## src/rtl/pipelined_adder.sv

```systemverilog
// Pipelined add/subtract unit with valid/ready handshakes on both sides.
// The carry chain is cut into STAGES chunks of CW bits; stage k adds chunk k
// and registers it. Operands ride along so later stages find their chunks,
// and lower sum chunks ride along so all chunks of a beat leave together.
// The whole pipe advances in lock-step; bubbles are not collapsed.
module pipelined_adder #(
    parameter int unsigned WIDTH  = 32,
    parameter int unsigned STAGES = 4
) (
    input  logic             clk,
    input  logic             rst,
    input  logic             in_valid,
    output logic             in_ready,
    input  logic             sub,
    input  logic             carry_in,
    input  logic [WIDTH-1:0] data_a,
    input  logic [WIDTH-1:0] data_b,
    output logic             out_valid,
    input  logic             out_ready,
    output logic [WIDTH-1:0] sum,
    output logic             carry_out,
    output logic             overflow,
    output logic             zero
);

    localparam int unsigned CW   = WIDTH / STAGES;
    localparam int unsigned LAST = STAGES - 1;

    // Per-stage registered state
    logic             vld_q [STAGES];
    logic [WIDTH-1:0] a_q   [STAGES];
    logic [WIDTH-1:0] b_q   [STAGES];
    logic [WIDTH-1:0] s_q   [STAGES];
    logic             c_q   [STAGES];
    logic             ovf_q;
    logic             zero_q;

    // What each stage loads on an advance
    logic             src_v [STAGES];
    logic [WIDTH-1:0] src_a [STAGES];
    logic [WIDTH-1:0] src_b [STAGES];
    logic [WIDTH-1:0] src_s [STAGES];
    logic             src_c [STAGES];
    logic [CW:0]      chunk [STAGES];
    logic [WIDTH-1:0] nxt_s [STAGES];
    logic             nxt_c [STAGES];

    logic adv;
    logic ovf_d;
    logic zero_d;

    // A full output register blocks every stage, so one enable serves all.
    assign adv       = out_ready | ~out_valid;
    assign in_ready  = adv;
    assign out_valid = vld_q[LAST];
    assign sum       = s_q[LAST];
    assign carry_out = c_q[LAST];
    assign overflow  = ovf_q;
    assign zero      = zero_q;

    // Stage sources: conditioned operands for stage 0, previous stage otherwise
    always_comb begin
        src_v[0] = in_valid;
        src_a[0] = data_a;
        src_b[0] = sub ? ~data_b : data_b;
        src_s[0] = '0;
        src_c[0] = sub | carry_in;
        for (int unsigned k = 1; k < STAGES; k++) begin
            src_v[k] = vld_q[k-1];
            src_a[k] = a_q[k-1];
            src_b[k] = b_q[k-1];
            src_s[k] = s_q[k-1];
            src_c[k] = c_q[k-1];
        end
    end

    // Chunk adders: stage k fills in sum bits [k*CW +: CW] and its chunk carry
    always_comb begin
        for (int unsigned k = 0; k < STAGES; k++) begin
            chunk[k] = {1'b0, src_a[k][k*CW +: CW]} + {1'b0, src_b[k][k*CW +: CW]}
                     + {{CW{1'b0}}, src_c[k]};
            nxt_s[k] = src_s[k];
            nxt_s[k][k*CW +: CW] = chunk[k][CW-1:0];
            nxt_c[k] = chunk[k][CW];
        end
    end

    // Flags are derived from the complete sum entering the final stage
    assign ovf_d  = (src_a[LAST][WIDTH-1] == src_b[LAST][WIDTH-1]) &
                    (nxt_s[LAST][WIDTH-1] != src_a[LAST][WIDTH-1]);
    assign zero_d = ~|nxt_s[LAST];

    // Pipeline registers; data only loads with a valid beat so outputs stay quiet
    always_ff @(posedge clk) begin
        if (rst) begin
            for (int unsigned k = 0; k < STAGES; k++) begin
                vld_q[k] <= 1'b0;
                a_q[k]   <= '0;
                b_q[k]   <= '0;
                s_q[k]   <= '0;
                c_q[k]   <= 1'b0;
            end
            ovf_q  <= 1'b0;
            zero_q <= 1'b0;
        end else if (adv) begin
            for (int unsigned k = 0; k < STAGES; k++) begin
                vld_q[k] <= src_v[k];
                if (src_v[k]) begin
                    a_q[k] <= src_a[k];
                    b_q[k] <= src_b[k];
                    s_q[k] <= nxt_s[k];
                    c_q[k] <= nxt_c[k];
                end
            end
            if (src_v[LAST]) begin
                ovf_q  <= ovf_d;
                zero_q <= zero_d;
            end
        end
    end

endmodule

```

## config.mk

```make
export PLATFORM = sky130hd
export DESIGN_NAME = pipelined_adder
export DESIGN_NICKNAME = d
export VERILOG_FILES = /design/src/rtl/pipelined_adder.sv
export SDC_FILE = /design/constraint.sdc
export NUM_CORES = 1
export LEC_CHECK = 0
export ABC_CLOCK_PERIOD_IN_PS = 4380
export CORE_MARGIN = 2
export CORE_UTILIZATION = 50
export DETAILED_ROUTE_END_ITERATION = 8
export GPL_TIMING_DRIVEN = 0
export HOLD_SLACK_MARGIN = 0.02
export PLACE_DENSITY = 0.82
export SYNTH_ARGS = -nofsm -noshare
export SYNTH_HDL_FRONTEND = slang
export SYNTH_SLANG_ARGS = --single-unit
```

## constraint.sdc

```tcl
create_clock -name clk -period 4.38 [get_ports clk]
set_clock_uncertainty 0.2 [all_clocks]
set_input_delay 1.095 -clock clk [delete_from_list [all_inputs] [get_ports clk]]
set_output_delay 1.095 -clock clk [all_outputs]
set_load 0.01 [all_outputs]
```

# Yosys cells after proc, flatten, opt, wreduce, memory -nomap -nowiden
# Memories as Yosys holds them, arrays and structs flattened.
# Cells that the tools add are included.
# W data, S select, Z words.
# totals
regBits	2
latch_bits	0
ramBits	392
romBits	0
input_bits	70
out_inout_bits	37
word_cells	87
memories	5
# memory_table
memory	words	width	rd	rd_ports_with_merged_regs	wr	line	text
a_q	4	32	3	0	4	31	logic [WIDTH-1:0] a_q [STAGES];
b_q	4	32	3	0	4	32	logic [WIDTH-1:0] b_q [STAGES];
s_q	4	32	4	0	4	33	logic [WIDTH-1:0] s_q [STAGES];
c_q	4	1	4	0	4	34	logic c_q [STAGES];
vld_q	4	1	4	0	4	30	logic vld_q [STAGES];
# classes
addsub	8
multipliers	0
n_div	0
order_cmp	0
eq_ne	2
shift	0
n_mux	42
bitwise	25
n_reduce_logical	3
# op_table
op	n
$mux W32	13
$add A8 B8 Y9	4
$add A9 B1 Y9	4
$not A32 Y32	1
$reduce_or A32 Y1	1
$mux W1	29
$or A1 B1 Y1	22
$reduce_and A2 Y1	1
$and A1 B1 Y1	1
$eq A1 B1 Y1	1
$logic_not A1 Y1	1
$ne A1 B1 Y1	1
$not A1 Y1	1

# Logic depth before layout (Yosys ltp)
# Gate-level depths: netlist (run 1).
# An unclocked memory read counts as a cell.
# depth
ltp_word	7
depth_mapped	11

# Least setup slack after synthesis (run 1)
# No wires, ideal clock.
# synth_path
kind	input to register
from	in sub
to	mem s_q[0][6], data pin
setup_ns	0.255
arrival_ns	3.548
setup_slack_ns	0.376
path_stages	11
n_path_buf	2
path_cell_list	clkbuf_1 -> buf_2 -> or2_2 -> fa_1 -> fa_1 -> a21o_1 -> a21oi_2 -> nor2b_1 -> o21a_1 -> or3_1 -> and3_1
# synth_lines
item	line	text
start, declared	14	input logic sub,
end, declared	33	

==> metrics.sh, run 1 <==
RESULT_OF_THE_RUN='completed'
DIE_H_UM=134
FINALSETUPVIOLATIONS=0
CRITICAL_PATH.CELL_CHAIN='clkbuf_1, buf_2, or2_2, fa_1, fa_1, a21o_1, a21oi_2, nor2b_1, o21a_1, or3_1, and3_1'
GRT_FIRST_PASS_WIRELENGTH_UM=25100
SYNTH.YOSYS.SEQ_AREA_SHARE_PCT=65.8
SYNTH_TOP_AREA_SHARE_PCT=65.3
SLEW_HEADROOM_PCT=22.9
RSZ0062_AT_GRT='no'
CRIT_PATH_LAUNCH='sub'
CRIT_PATH_END_KIND='flop'
SYNTH_FP_NETS=722
POSTCTSSETUPBUFFERS=0
YOSYSMOSTFREQUENTCELL='edfxtp_1'
MAX_CLOCK_FREQ_GHz=0.268
SYNTH_SEQ_CELLS=186
ANTENNA_FOUND_INITIAL=0
SYNTHESIS.AREA_PER_INSTANCE_UM2=13.7
CELL_PWR_DENSITY_nW_PER_UM2=398
PLACED_CELLS=943
VIAS_PER_STD_CELL=5.23
CAP_VIOL_MAX_COUNT=0
SLOWEST_STAGE='fa_1'
FIRST_GLOBAL_VIAS=5092
SYNTHFLOPTYPE='edfxtp_1'
DETAIL_ROUTE.ITER0.VIOLATIONS=359
WL_PER_CELL_UM=15.8
FINAL_DESIGN_AREA_NO_FILL_UM2=10400
SYNTH.CELL_AREA_UM2=8460
HOLD_START='zero'
PIN_COUNT=107
CLK_PIN_SLEW_WORST_PATHS_NS=0.07
N_ANTENNA_CELL=0
PATH_BUF_INV=2
WORST_SETUP_PATH_START_KIND='input port'
GPL.FINAL_WEIGHTED_CONGESTION=0.844
CTSHOLDBUFFERS=0
VIAS=5098
FINAL.MIN_CLOCK_PERIOD_NS=3.73
YS_WARN_COUNT=0
SETUP-TNS-FINAL_NS=0
DRT_WL_TOTAL_UM=15400
DETAIL_ROUTE.DRC_VIOLATIONS=0
CLOCK_TREE_FROM_TRITONCTS='done'
WORSTPATHREQUIRED_NS=4.37
FINAL_ANTENNA_NET_COUNT=0
DRIVE_GT1_SHARE_PCT=8.21
TIMING.HOLD.WORST.CLASS='reg -> reg'
NUMBER_OF_SYNTHESIZED_FLOPS_WITH_AN_ENABLE_PIN=184
CTS-BUFFERS-INSERTED=17
TOTAL_LEAKAGE_POWER_nW=4.40
CLOCK_SINK_COUNT=186
WORSTSETUPPATHTYPE='in -> reg'
TOTAL_CONGESTION_OVERFLOW=0
CORE_AREA_UM2=16600
PORT_BUFFERS=105
CRITICAL_PATH_ARRIVAL_NS=3.72
GRT.TOTAL_USAGE_PCT=18.2
IR_WORST_VDD_mV=0.340
HTREEDEPTH=4
LARGEST_NET_DEGREE_AT_THE_START_OF_GLOBAL_ROUTING=44
POST-PLACE-WS_NS=0.187
AREA_DELTA_SYNTH_FINAL_PCT=23.4
SETUP_WS_POST_LAYOUT_NS=0.648
ASYNCSETRESETFLOPFRACSYNTH_PCT=0
CLOCKROOTBUFFER='clkbuf_16'
REPORT.FINAL.HOLD_VIOL_COUNT=0
CP_TOP_FAMILY='simple AND/OR/NAND/NOR gates'
WORST_PATH_MOST_REPEATED_CELL='fa_1'
START_UTIL_PCT=51.0
POST_SYNTH_NUM_CELL_TYPES=43
DR.PASS1.ITERS=5
SYNTH_LARGEST_AREA_CELL='edfxtp_1'
WORST_R2R_STARTPOINT='c_q[0][0]'
PLACED_CELL_AREA_UM2=9830
MAX_STAGE_DELAY_NS=0.42
YOSYS-TOP-CELLS-COUNT='edfxtp_1 (184), and3_1 (127), nor2_1 (56), xnor2_1 (32), ha_1 (28)'
CTS_RESIZED=0
MAX_SLEW.WORST_PIN.SLEW_NS=1.16
FINALNETCOUNT=848
CRIT_FANOUT=10
LAYOUT.CELLS.NON_FILLER=975
CHIP_WIDTH_UM=134
CLOCK_TREE.BUFFER_DEPTH=2
PLACEMENT_ROWS=47
DP.FINAL_HPWL_UM=11300
MAXSLEWVIOLCOUNT=0
FLOORPLAN.DIE_AREA_UM2=18000
SYNTH_CELLS=616
SYNTH_AREA_LEADERS='edfxtp_1 (65%), and3_1 (9.4%), ha_1 (4.1%)'
FINAL.PERIOD_UTILIZATION_PCT=85.2
CLOCK_INSERTION_DELAY_WORST_SKEW_NS=0.43
-- worst reg2reg max path, stage by stage, from the launching register on --
cell and delay, ns:
edfxtp_1 0.36, inv_1 0.08, fa_1 0.20, inv_1 0.07
fa_1 0.39, a21o_1 0.19, a21oi_1 0.20, nor2b_1 0.09
o21a_1 0.19, o21a_1 0.19, o31a_1 0.26
-- power by group --
part           switching, W  internal (W)  total [W]
Clock              0.000686      0.000865    0.00155
Sequential        0.0000434       0.00209    0.00213
Combinational      0.000242      0.000227   0.000468
Total              0.000971       0.00318    0.00415
-- per-layer routing --
layer	GRT usage, %	part of all wire (%)
met3	3.89	5.2
met5	0	0
met4	9.12	3.0
met1	22.4	42
met2	30.5	50
-- logic make-up after synthesis --
logic type,count (synthesis),share of synthesized area (%)
AND/OR/NAND/NOR,239,15.6
AO/OA/AOI/OAI,50,4.48
XOR/XNOR,49,5.07
adder cells (fa/ha/maj),36,6.04
flip-flops,186,65.8
multiplexers,1,0.118
buffers and inverters,55,2.87
-- per-stage QoR --
step,utilization [%],hold slack [ns],total power (W)
CTS,62.9,0.262,0.00417
global placement,59.0,0.245,0.00261
floorplan,-,0.270,0.00244
detailed placement,59.3,0.253,0.00263
finish,62.9,0.255,0.00415
global route,62.9,0.302,0.00429
-- layout make-up --
cell class,instances,area [um2]
tap,220,275
buffer,34,164
fill,1170,6150
clock buffer,17,425
sequential,186,5570
timing repair buffer,107,1090
multi-input combinational,375,2650
inverter,21,78.8
clock inverter,15,184
-- placed cells by master (no fill, tap or decap), types with 3 or more instances in the layout --
cell	n
edfxtp_1	184
and3_1	127
clkdlybuf4s50_1	105
nor2_1	56
xnor2_1	32
ha_1	28
inv_1	21
clkbuf_1	19
xor2_1	17
clkbuf_16	17
nor3_1	13
buf_2	11
nand2_1	11
a21oi_1	9
o21ai_0	8
fa_1	8
nor2b_1	7
o21a_1	7
a21o_1	6
or3_1	5
nor4_1	5
o31a_1	4
inv_6	4
nand2b_1	3
a21o_2	3
a21oi_2	3
and2_1	3
clkinv_4	3
inv_8	3
-- path summary, 6_finish.rpt --
check | end | slack [ns] | cells after the start
worst max-delay path | s_q[0][6] | 0.65 | 11
worst min register to register | zero | 0.26 | 2
worst min-delay path | zero | 0.26 | 2
worst max register to register | c_q[0][1] | 1.70 | 10
-- state kept, by name, indices dropped and copies added (netlist names) --
signal	flops
c_q	4
s_q	80
b_q	48
overflow	1
a_q	48
vld_q	4
zero	1
Power figures use the tool's default switching activity.
==> inputs of run 2 (changes only) <==
--- a/config.mk
+++ b/config.mk
@@ -9,9 +9,10 @@
 export CORE_MARGIN = 2
 export CORE_UTILIZATION = 50
 export DETAILED_ROUTE_END_ITERATION = 8
-export GPL_TIMING_DRIVEN = 0
+export GPL_TIMING_DRIVEN = 1
 export HOLD_SLACK_MARGIN = 0.02
 export PLACE_DENSITY = 0.82
+export SLEW_MARGIN = 20
 export SYNTH_ARGS = -nofsm -noshare
 export SYNTH_HDL_FRONTEND = slang
 export SYNTH_SLANG_ARGS = --single-unit
==> constraint.sdc (replaced) <==
create_clock -name clk -period 4.38 [get_ports clk]
set_clock_uncertainty 0.2 [all_clocks]
set_input_delay 1.095 -clock clk [delete_from_list [all_inputs] [get_ports clk]]
set_output_delay 1.095 -clock clk [all_outputs]
set_load 0.005 [all_outputs]
==> run 2 against run 1 <==
- flip-flop and latch count did not move
- power fell by 3.3%
- count of clock-buffer cells in the layout did not move
- critical endpoint is now in_ready
==> metrics.sh, run 2 (synthesis gave the netlist of run 1 again) <==
DETAIL_ROUTE.DRC_VIOLATIONS=0  # unchanged
CLOCK_TREE_FROM_TRITONCTS='done'  # unchanged
COMBINATIONALPOWERSHARE_PCT=11.1  # was 11.3%
START_UTIL_PCT=51.0  # unchanged
IR_WORST_VDD_mV=0.329  # was 0.340 mV
TOTAL_CONGESTION_OVERFLOW=0  # unchanged
FINAL.MIN_CLOCK_PERIOD_NS=3.68  # was 3.73 ns
PLACEMENT_ROWS=47  # unchanged
FINAL.PERIOD_UTILIZATION_PCT=84.1  # was 85.2%
FLOORPLAN.DIE_AREA_UM2=18000  # unchanged
CTSHOLDBUFFERS=0  # unchanged
SEQCELLAREA_UM2=5570  # unchanged
GPL.FINAL_WEIGHTED_CONGESTION=0.802  # was 0.844
LARGEST_NET_DEGREE_AT_THE_START_OF_GLOBAL_ROUTING=58  # was 44
TIMING.HOLD.WORST.CLASS='reg -> reg'  # unchanged
LARGEST_REGISTER_FFS=80  # unchanged
WORST_R2R_STARTPOINT='b_q[0][48]'  # was c_q[0][0]
COMMONEST_CELLS_AFTER_ROUTING_FILL_AND_TAPS_ASIDE='edfxtp_1 (184), and3_1 (127), clkdlybuf4s50_1 (105)'  # unchanged
SHARE_SEQ_OF_TOTAL_POWER_PCT=53.0  # was 51.3%
CORE_AREA_UM2=16600  # unchanged
FINAL_CORE_UTILIZATION_PCT=62.1  # was 62.9%
ANTENNA_FOUND_INITIAL=0  # unchanged
CLKPWRFRAC_PCT=35.9  # was 37.4%
DRIVE_GT1_SHARE_PCT=7.79  # was 8.21%
CTS_RESIZED=0  # unchanged
CLOCK_INSERTION_DELAY_WORST_SKEW_NS=0.43  # about the same
CTS-BUFFERS-INSERTED=17  # unchanged
SLEW_HEADROOM_PCT=50.9  # was 22.9%
PIN_COUNT=107  # unchanged
N_ANTENNA_CELL=0  # unchanged
CRIT_PATH_END_KIND='primary output'  # was flop
POSTCTSSETUPBUFFERS=0  # unchanged
NFILLCELLS=1223  # was 1,170
VIAS_PER_STD_CELL=5.15  # was 5.23
REPORT.FINAL.HOLD_VIOL_COUNT=0  # unchanged
FINAL_ANTENNA_NET_COUNT=0  # unchanged
MAX_SLEW.WORST_PIN.SLEW_NS=0.736  # was 1.16 ns
CLOCKROOTBUFFER='clkbuf_16'  # unchanged
MAX_FLOP_REGISTER='s_q'  # unchanged
WORSTPATHREQUIRED_NS=3.08  # was 4.37 ns
AREA_DELTA_SYNTH_FINAL_PCT=21.7  # was 23.4%
POWER.SWITCHING_FRACTION_PCT=22.9  # was 23.4%
MIN_DELAY_PATH_DEPTH=2  # unchanged
TOTAL_LEAKAGE_POWER_nW=4.33  # was 4.40 nW
DRT_WL_TOTAL_UM=14100  # was 15,400 um
FINALNETCOUNT=825  # was 848
WORST_SETUP_PATH_START_KIND='input port'  # unchanged
REG2REG_TO='s_q[0][86]'  # was c_q[0][1]
REG2REG_SETUP_SLACK_NS=1.73  # was 1.70 ns
PORT_BUFFERS=106  # was 105
DIE_H_UM=134  # unchanged
MAXSLEWVIOLCOUNT=0  # unchanged
GRT_FIRST_PASS_WIRELENGTH_UM=23200  # was 25,100 um
VIAS=4904  # was 5,098
WL_PER_CELL_UM=14.8  # was 15.8 um
CLOCK_TREE.BUFFER_DEPTH=2  # unchanged
RSZ0062_AT_GRT='no'  # unchanged
WORSTSETUPPATHTYPE='in -> out'  # was in -> reg
FINALSETUPVIOLATIONS=0  # unchanged
MULTI_INPUT_COMB_AREA_UM2=2650  # unchanged
R2R_DEPTH=10  # unchanged
CRITICAL_PATH.ENDPOINT='in_ready'  # was s_q[0][6]
P_SWITCHING_W=0.000918  # was 0.000971 W
LARGESTREGISTERS='s_q (80), a_q (48), b_q (48)'  # unchanged
INTERNAL_POWER_W=0.00310  # was 0.00318 W
CELL_PWR_DENSITY_nW_PER_UM2=390  # was 398 nW/um2
FIRST_GLOBAL_VIAS=4799  # was 5,092
DP.FINAL_HPWL_UM=10100  # was 11,300 um
CRIT_FANOUT=7  # was 10
CLK_PIN_SLEW_WORST_PATHS_NS=0.06  # was 0.07 ns
GRT.TOTAL_USAGE_PCT=16.5  # was 18.2%
CHIP_WIDTH_UM=134  # unchanged
CRIT_PATH_LAUNCH='out_ready'  # was sub
SETUP-TNS-FINAL_NS=0  # unchanged
CRITICAL_PATH_ARRIVAL_NS=2.39  # was 3.72 ns
DR.PASS1.ITERS=5  # unchanged
LAYOUT_COMMONEST_CELL='edfxtp_1'  # unchanged
HTREEDEPTH=4  # unchanged
MAX_CLOCK_FREQ_GHz=0.272  # was 0.268 GHz
RESULT_OF_THE_RUN='completed'  # unchanged
DETAIL_ROUTE.ITER0.VIOLATIONS=283  # was 359
CLOCK_SINK_COUNT=186  # unchanged
CAP_VIOL_MAX_COUNT=0  # unchanged
## run 2: through the flow
stage | hold slack, ns | total power (W) | instance area (um2) | setup WS [ns] | std cells
final | 0.265 | 0.00401 | 10300 | 0.698 | 952
after detailed placement | 0.260 | 0.00261 | 9730 | 0.255 | 920
after global routing | 0.302 | 0.00417 | 10300 | 0.596 | 952
after floorplan | 0.242 | 0.00243 | 8460 | 0.376 | 616
after CTS | 0.269 | 0.00404 | 10300 | 0.702 | 952
after global placement | 0.248 | 0.00259 | 9730 | 0.326 | 920
## run 2: worst min-delay path by stage
stage          startpoint  slack (ns)   end
3_3_place_gp         zero        0.25  zero
4_1_cts              zero        0.27  zero
3_5_place_dp         zero        0.26  zero
5_1_grt              zero        0.30  zero
6_report             zero        0.27  zero
2_1_floorplan        zero        0.24  zero
## run 2: power groups by stage
stage          logic (W)  clock network, W  registers, W
4_1_cts         0.000447           0.00147       0.00213
6_report        0.000446           0.00144       0.00213
3_3_place_gp    0.000429                 0       0.00216
5_1_grt         0.000496           0.00154       0.00214
2_1_floorplan   0.000280                 0       0.00215
3_5_place_dp    0.000443                 0       0.00217
## run 2: final cells by class
type | count | area share, %
Clock inverter | 15 | 1.36
Clock buffer | 17 | 4.13
Tap cell | 220 | 2.67
Sequential cell | 186 | 54.1
Timing Repair Buffer | 118 | 11.3
Inverter | 21 | 0.766
Multi-Input combinational cell | 375 | 25.8
## run 2: metal layers
| metal | GRT usage [%] | vias up | wire, um |
|---|---|---|---|
| met5 | 0 | - | 0 |
| met3 | 3.70 | 26 | 670 |
| met4 | 7.89 | 0 | 354 |
| met1 | 21.7 | 2266 | 6330 |
| met2 | 26.2 | 149 | 6740 |
| li1 | - | 2463 | - |
## run 2: critical path: stages
cell and delay (ns):
clkdlybuf4s50_1 0.45, nand2b_1 0.28, clkdlybuf4s50_1 0.56
==> inputs of run 3 (changes only) <==
--- a/config.mk
+++ b/config.mk
@@ -5,7 +5,7 @@
 export SDC_FILE = /design/constraint.sdc
 export NUM_CORES = 1
 export LEC_CHECK = 0
-export ABC_CLOCK_PERIOD_IN_PS = 4380
+export ABC_CLOCK_PERIOD_IN_PS = 3500
 export CORE_MARGIN = 2
 export CORE_UTILIZATION = 50
 export DETAILED_ROUTE_END_ITERATION = 8
==> constraint.sdc (replaced) <==
create_clock -name clk -period 3.5 [get_ports clk]
set_clock_uncertainty 0.2 [all_clocks]
set_input_delay 0.875 -clock clk [delete_from_list [all_inputs] [get_ports clk]]
set_output_delay 0.875 -clock clk [all_outputs]
set_load 0.005 [all_outputs]
==> run 3 against run 2 <==
- power grew 26%
- first-iteration DRC count increased by 33%
- critical path depth rose by 7
- utilization is 0.37 points higher
- via count increased by 1.4%
- non-clock buffer count up 6
- worst setup slack lost 0.50 ns
- clock power up 25%
- cell count grew 0.63%
- global-route usage rose by 0.48 points
- sequential power grew 25%
==> metrics.sh, run 3 (synthesis gave the netlist of run 1 again) <==
DRIVE_GT1_SHARE_PCT=8.94  # was 7.79%
N_ANTENNA_CELL=0  # unchanged
FINAL_DESIGN_AREA_NO_FILL_UM2=10400  # was 10,300 um2
FIRST_GLOBAL_VIAS=4946  # was 4,799
POSTCTSSETUPBUFFERS=0  # unchanged
COMBINATIONALPOWERSHARE_PCT=11.4  # was 11.1%
SEQCELLAREA_UM2=5570  # unchanged
WL_PER_CELL_UM=15.1  # was 14.8 um
SETUP-TNS-FINAL_NS=0  # unchanged
GPL.FINAL_WEIGHTED_CONGESTION=0.814  # was 0.802
DRT_WL_TOTAL_UM=14400  # was 14,100 um
ANTENNA_FOUND_INITIAL=0  # unchanged
WORSTPATHREQUIRED_NS=3.48  # was 3.08 ns
MIN_DELAY_PATH_DEPTH=2  # unchanged
IR_WORST_VDD_mV=0.425  # was 0.329 mV
MULTI_INPUT_COMB_AREA_UM2=2660  # was 2650 um2
CELL_PWR_DENSITY_nW_PER_UM2=487  # was 390 nW/um2
FINAL_ANTENNA_NET_COUNT=0  # unchanged
REPORT.FINAL.HOLD_VIOL_COUNT=0  # unchanged
CLOCK_INSERTION_DELAY_WORST_SKEW_NS=0.43  # about the same
CTS_RESIZED=0  # unchanged
GRT_FIRST_PASS_WIRELENGTH_UM=23700  # was 23,200 um
LARGEST_REGISTER_FFS=80  # unchanged
CLK_PIN_SLEW_WORST_PATHS_NS=0.06  # about the same
LAYOUT_COMMONEST_CELL='edfxtp_1'  # unchanged
RESULT_OF_THE_RUN='completed'  # unchanged
POWER.SWITCHING_FRACTION_PCT=22.9  # about the same
REG2REG_SETUP_SLACK_NS=0.78  # was 1.73 ns
CORE_AREA_UM2=16600  # unchanged
FLOORPLAN.DIE_AREA_UM2=18000  # unchanged
CLOCKROOTBUFFER='clkbuf_16'  # unchanged
INTERNAL_POWER_W=0.00389  # was 0.00310 W
SLEW_HEADROOM_PCT=48.1  # was 50.9%
MAX_SLEW.WORST_PIN.SLEW_NS=0.779  # was 0.736 ns
CHIP_WIDTH_UM=134  # unchanged
PLACED_CELL_AREA_UM2=9790  # was 9730 um2
VIAS_PER_STD_CELL=5.19  # was 5.15
OVERALL_POWER_W=0.00504  # was 0.00401 W
PIN_COUNT=107  # unchanged
DETAIL_ROUTE.DRC_VIOLATIONS=0  # unchanged
CLOCK_TREE.BUFFER_DEPTH=2  # unchanged
CTSHOLDBUFFERS=0  # unchanged
CRITICAL_PATH_ARRIVAL_NS=3.29  # was 2.39 ns
CLOCK_TREE_FROM_TRITONCTS='done'  # unchanged
TIMING.HOLD.WORST.CLASS='reg -> reg'  # unchanged
FINAL.MIN_CLOCK_PERIOD_NS=3.30
CLKPWRFRAC_PCT=35.8  # was 35.9%
PLACEMENT_ROWS=47  # unchanged
WORSTSETUPPATHTYPE='in -> reg'  # was in -> out
DIE_H_UM=134  # unchanged
REG2REG_TO='s_q[0][86]'  # unchanged
HOLD_START='zero'  # unchanged
FINALSETUPVIOLATIONS=0  # unchanged
MAX_FLOP_REGISTER='s_q'  # unchanged
AREA_DELTA_SYNTH_FINAL_PCT=22.5  # was 21.7%
P_SWITCHING_W=0.00115  # was 0.000918 W
SHARE_SEQ_OF_TOTAL_POWER_PCT=52.8  # was 53.0%
RSZ0062_AT_GRT='no'  # unchanged
DP.FINAL_HPWL_UM=10600  # was 10,100 um
HOLD-PATH-ENDPOINT='zero'  # unchanged
MAX_CLOCK_FREQ_GHz=0.303
TOTAL_LEAKAGE_POWER_nW=4.37  # was 4.33 nW
NFILLCELLS=1181  # was 1,223
HTREEDEPTH=4  # unchanged
TOTAL_CONGESTION_OVERFLOW=0  # unchanged
FINALNETCOUNT=831  # was 825
CAP_VIOL_MAX_COUNT=0  # unchanged
CRIT_FANOUT=2  # was 7
R2R_DEPTH=10  # unchanged
LARGEST_NET_DEGREE_AT_THE_START_OF_GLOBAL_ROUTING=58  # unchanged
CTS-BUFFERS-INSERTED=17  # unchanged
LARGESTREGISTERS='s_q (80), a_q (48), b_q (48)'  # unchanged
MAXSLEWVIOLCOUNT=0  # unchanged
CRIT_PATH_END_KIND='flop'  # was primary output
GRT.TOTAL_USAGE_PCT=17.0  # was 16.5%
CLOCK_SINK_COUNT=186  # unchanged
DETAIL_ROUTE.ITER0.VIOLATIONS=376  # was 283
WORST_HOLD_SLACK_NS=0.266  # was 0.265 ns
VIAS=4972  # was 4,904
WORST_R2R_STARTPOINT='b_q[0][48]'  # unchanged
FINAL.PERIOD_UTILIZATION_PCT=94.4
PORT_BUFFERS=106  # unchanged
WORST_SETUP_PATH_START_KIND='input port'  # unchanged
DR.PASS1.ITERS=5  # unchanged
START_UTIL_PCT=51.0  # unchanged
COMMONEST_CELLS_AFTER_ROUTING_FILL_AND_TAPS_ASIDE='edfxtp_1 (184), and3_1 (127), clkdlybuf4s50_1 (105)'  # unchanged
## run 3: changes by cell type in the layout (fill, tap and decap cells not counted), moves of 2 or more
cell	before	now
fa_2	0	2
fa_1	8	6
buf_4	11	16
clkinv_2	1	3
## run 3: power by group through the flow
stage | logic [W] | clock network (W) | registers (W)
after global placement | 0.000547 | 0 | 0.00271
after global routing | 0.000637 | 0.00192 | 0.00268
after floorplan | 0.000352 | 0 | 0.00269
final | 0.000576 | 0.00180 | 0.00266
after CTS | 0.000580 | 0.00183 | 0.00266
after detailed placement | 0.000574 | 0 | 0.00271
## run 3: how the worst max path moves through the flow
stage               startpoint        end  slack [ns]  cells after the start
finish                carry_in  s_q[0][6]        0.20                     10
global route          carry_in  s_q[0][6]        0.15                     10
CTS                   carry_in  s_q[0][6]        0.22                     10
detailed placement    carry_in  s_q[0][6]       -0.24                     10
global placement      carry_in  s_q[0][6]       -0.18                     10
floorplan                  sub  s_q[0][6]       -0.09                     11
## run 3: metrics by stage
| step | util (%) | setup WS (ns) | cells |
|---|---|---|---|
| finish | 62.5 | 0.195 | 958 |
| detailed placement | 59.1 | -0.240 | 926 |
| global route | 62.5 | 0.152 | 958 |
| CTS | 62.5 | 0.215 | 958 |
| floorplan | - | -0.0872 | 616 |
| global placement | 59.1 | -0.180 | 926 |
## run 3: layer usage
metal  vias to the layer above  GRT usage, %  part of all wire [%]
met2                       161          27.8                    49
met5                         -             0                     0
met3                        24          3.78                   5.0
li1                       2488             -                     -
met4                         0          8.60                   2.2
met1                      2299          21.5                    44
## run 3: cell type report
type / instances / area share [%]
Inverter: 21 / 0.761
Timing Repair Buffer: 124 / 11.7
Tap cell: 220 / 2.66
Clock inverter: 15 / 1.34
Clock buffer: 17 / 4.11
Sequential cell: 186 / 53.7
Multi-Input combinational cell: 375 / 25.7
## run 3: worst max-delay path, stage by stage
cell and delay, ns:
clkdlybuf4s50_1 0.39, or2_2 0.28, fa_2 0.37, fa_2 0.36, a21o_1 0.17, a21oi_2 0.14, nor2b_1 0.06, o21a_1 0.17
or3_1 0.30, and3_1 0.16
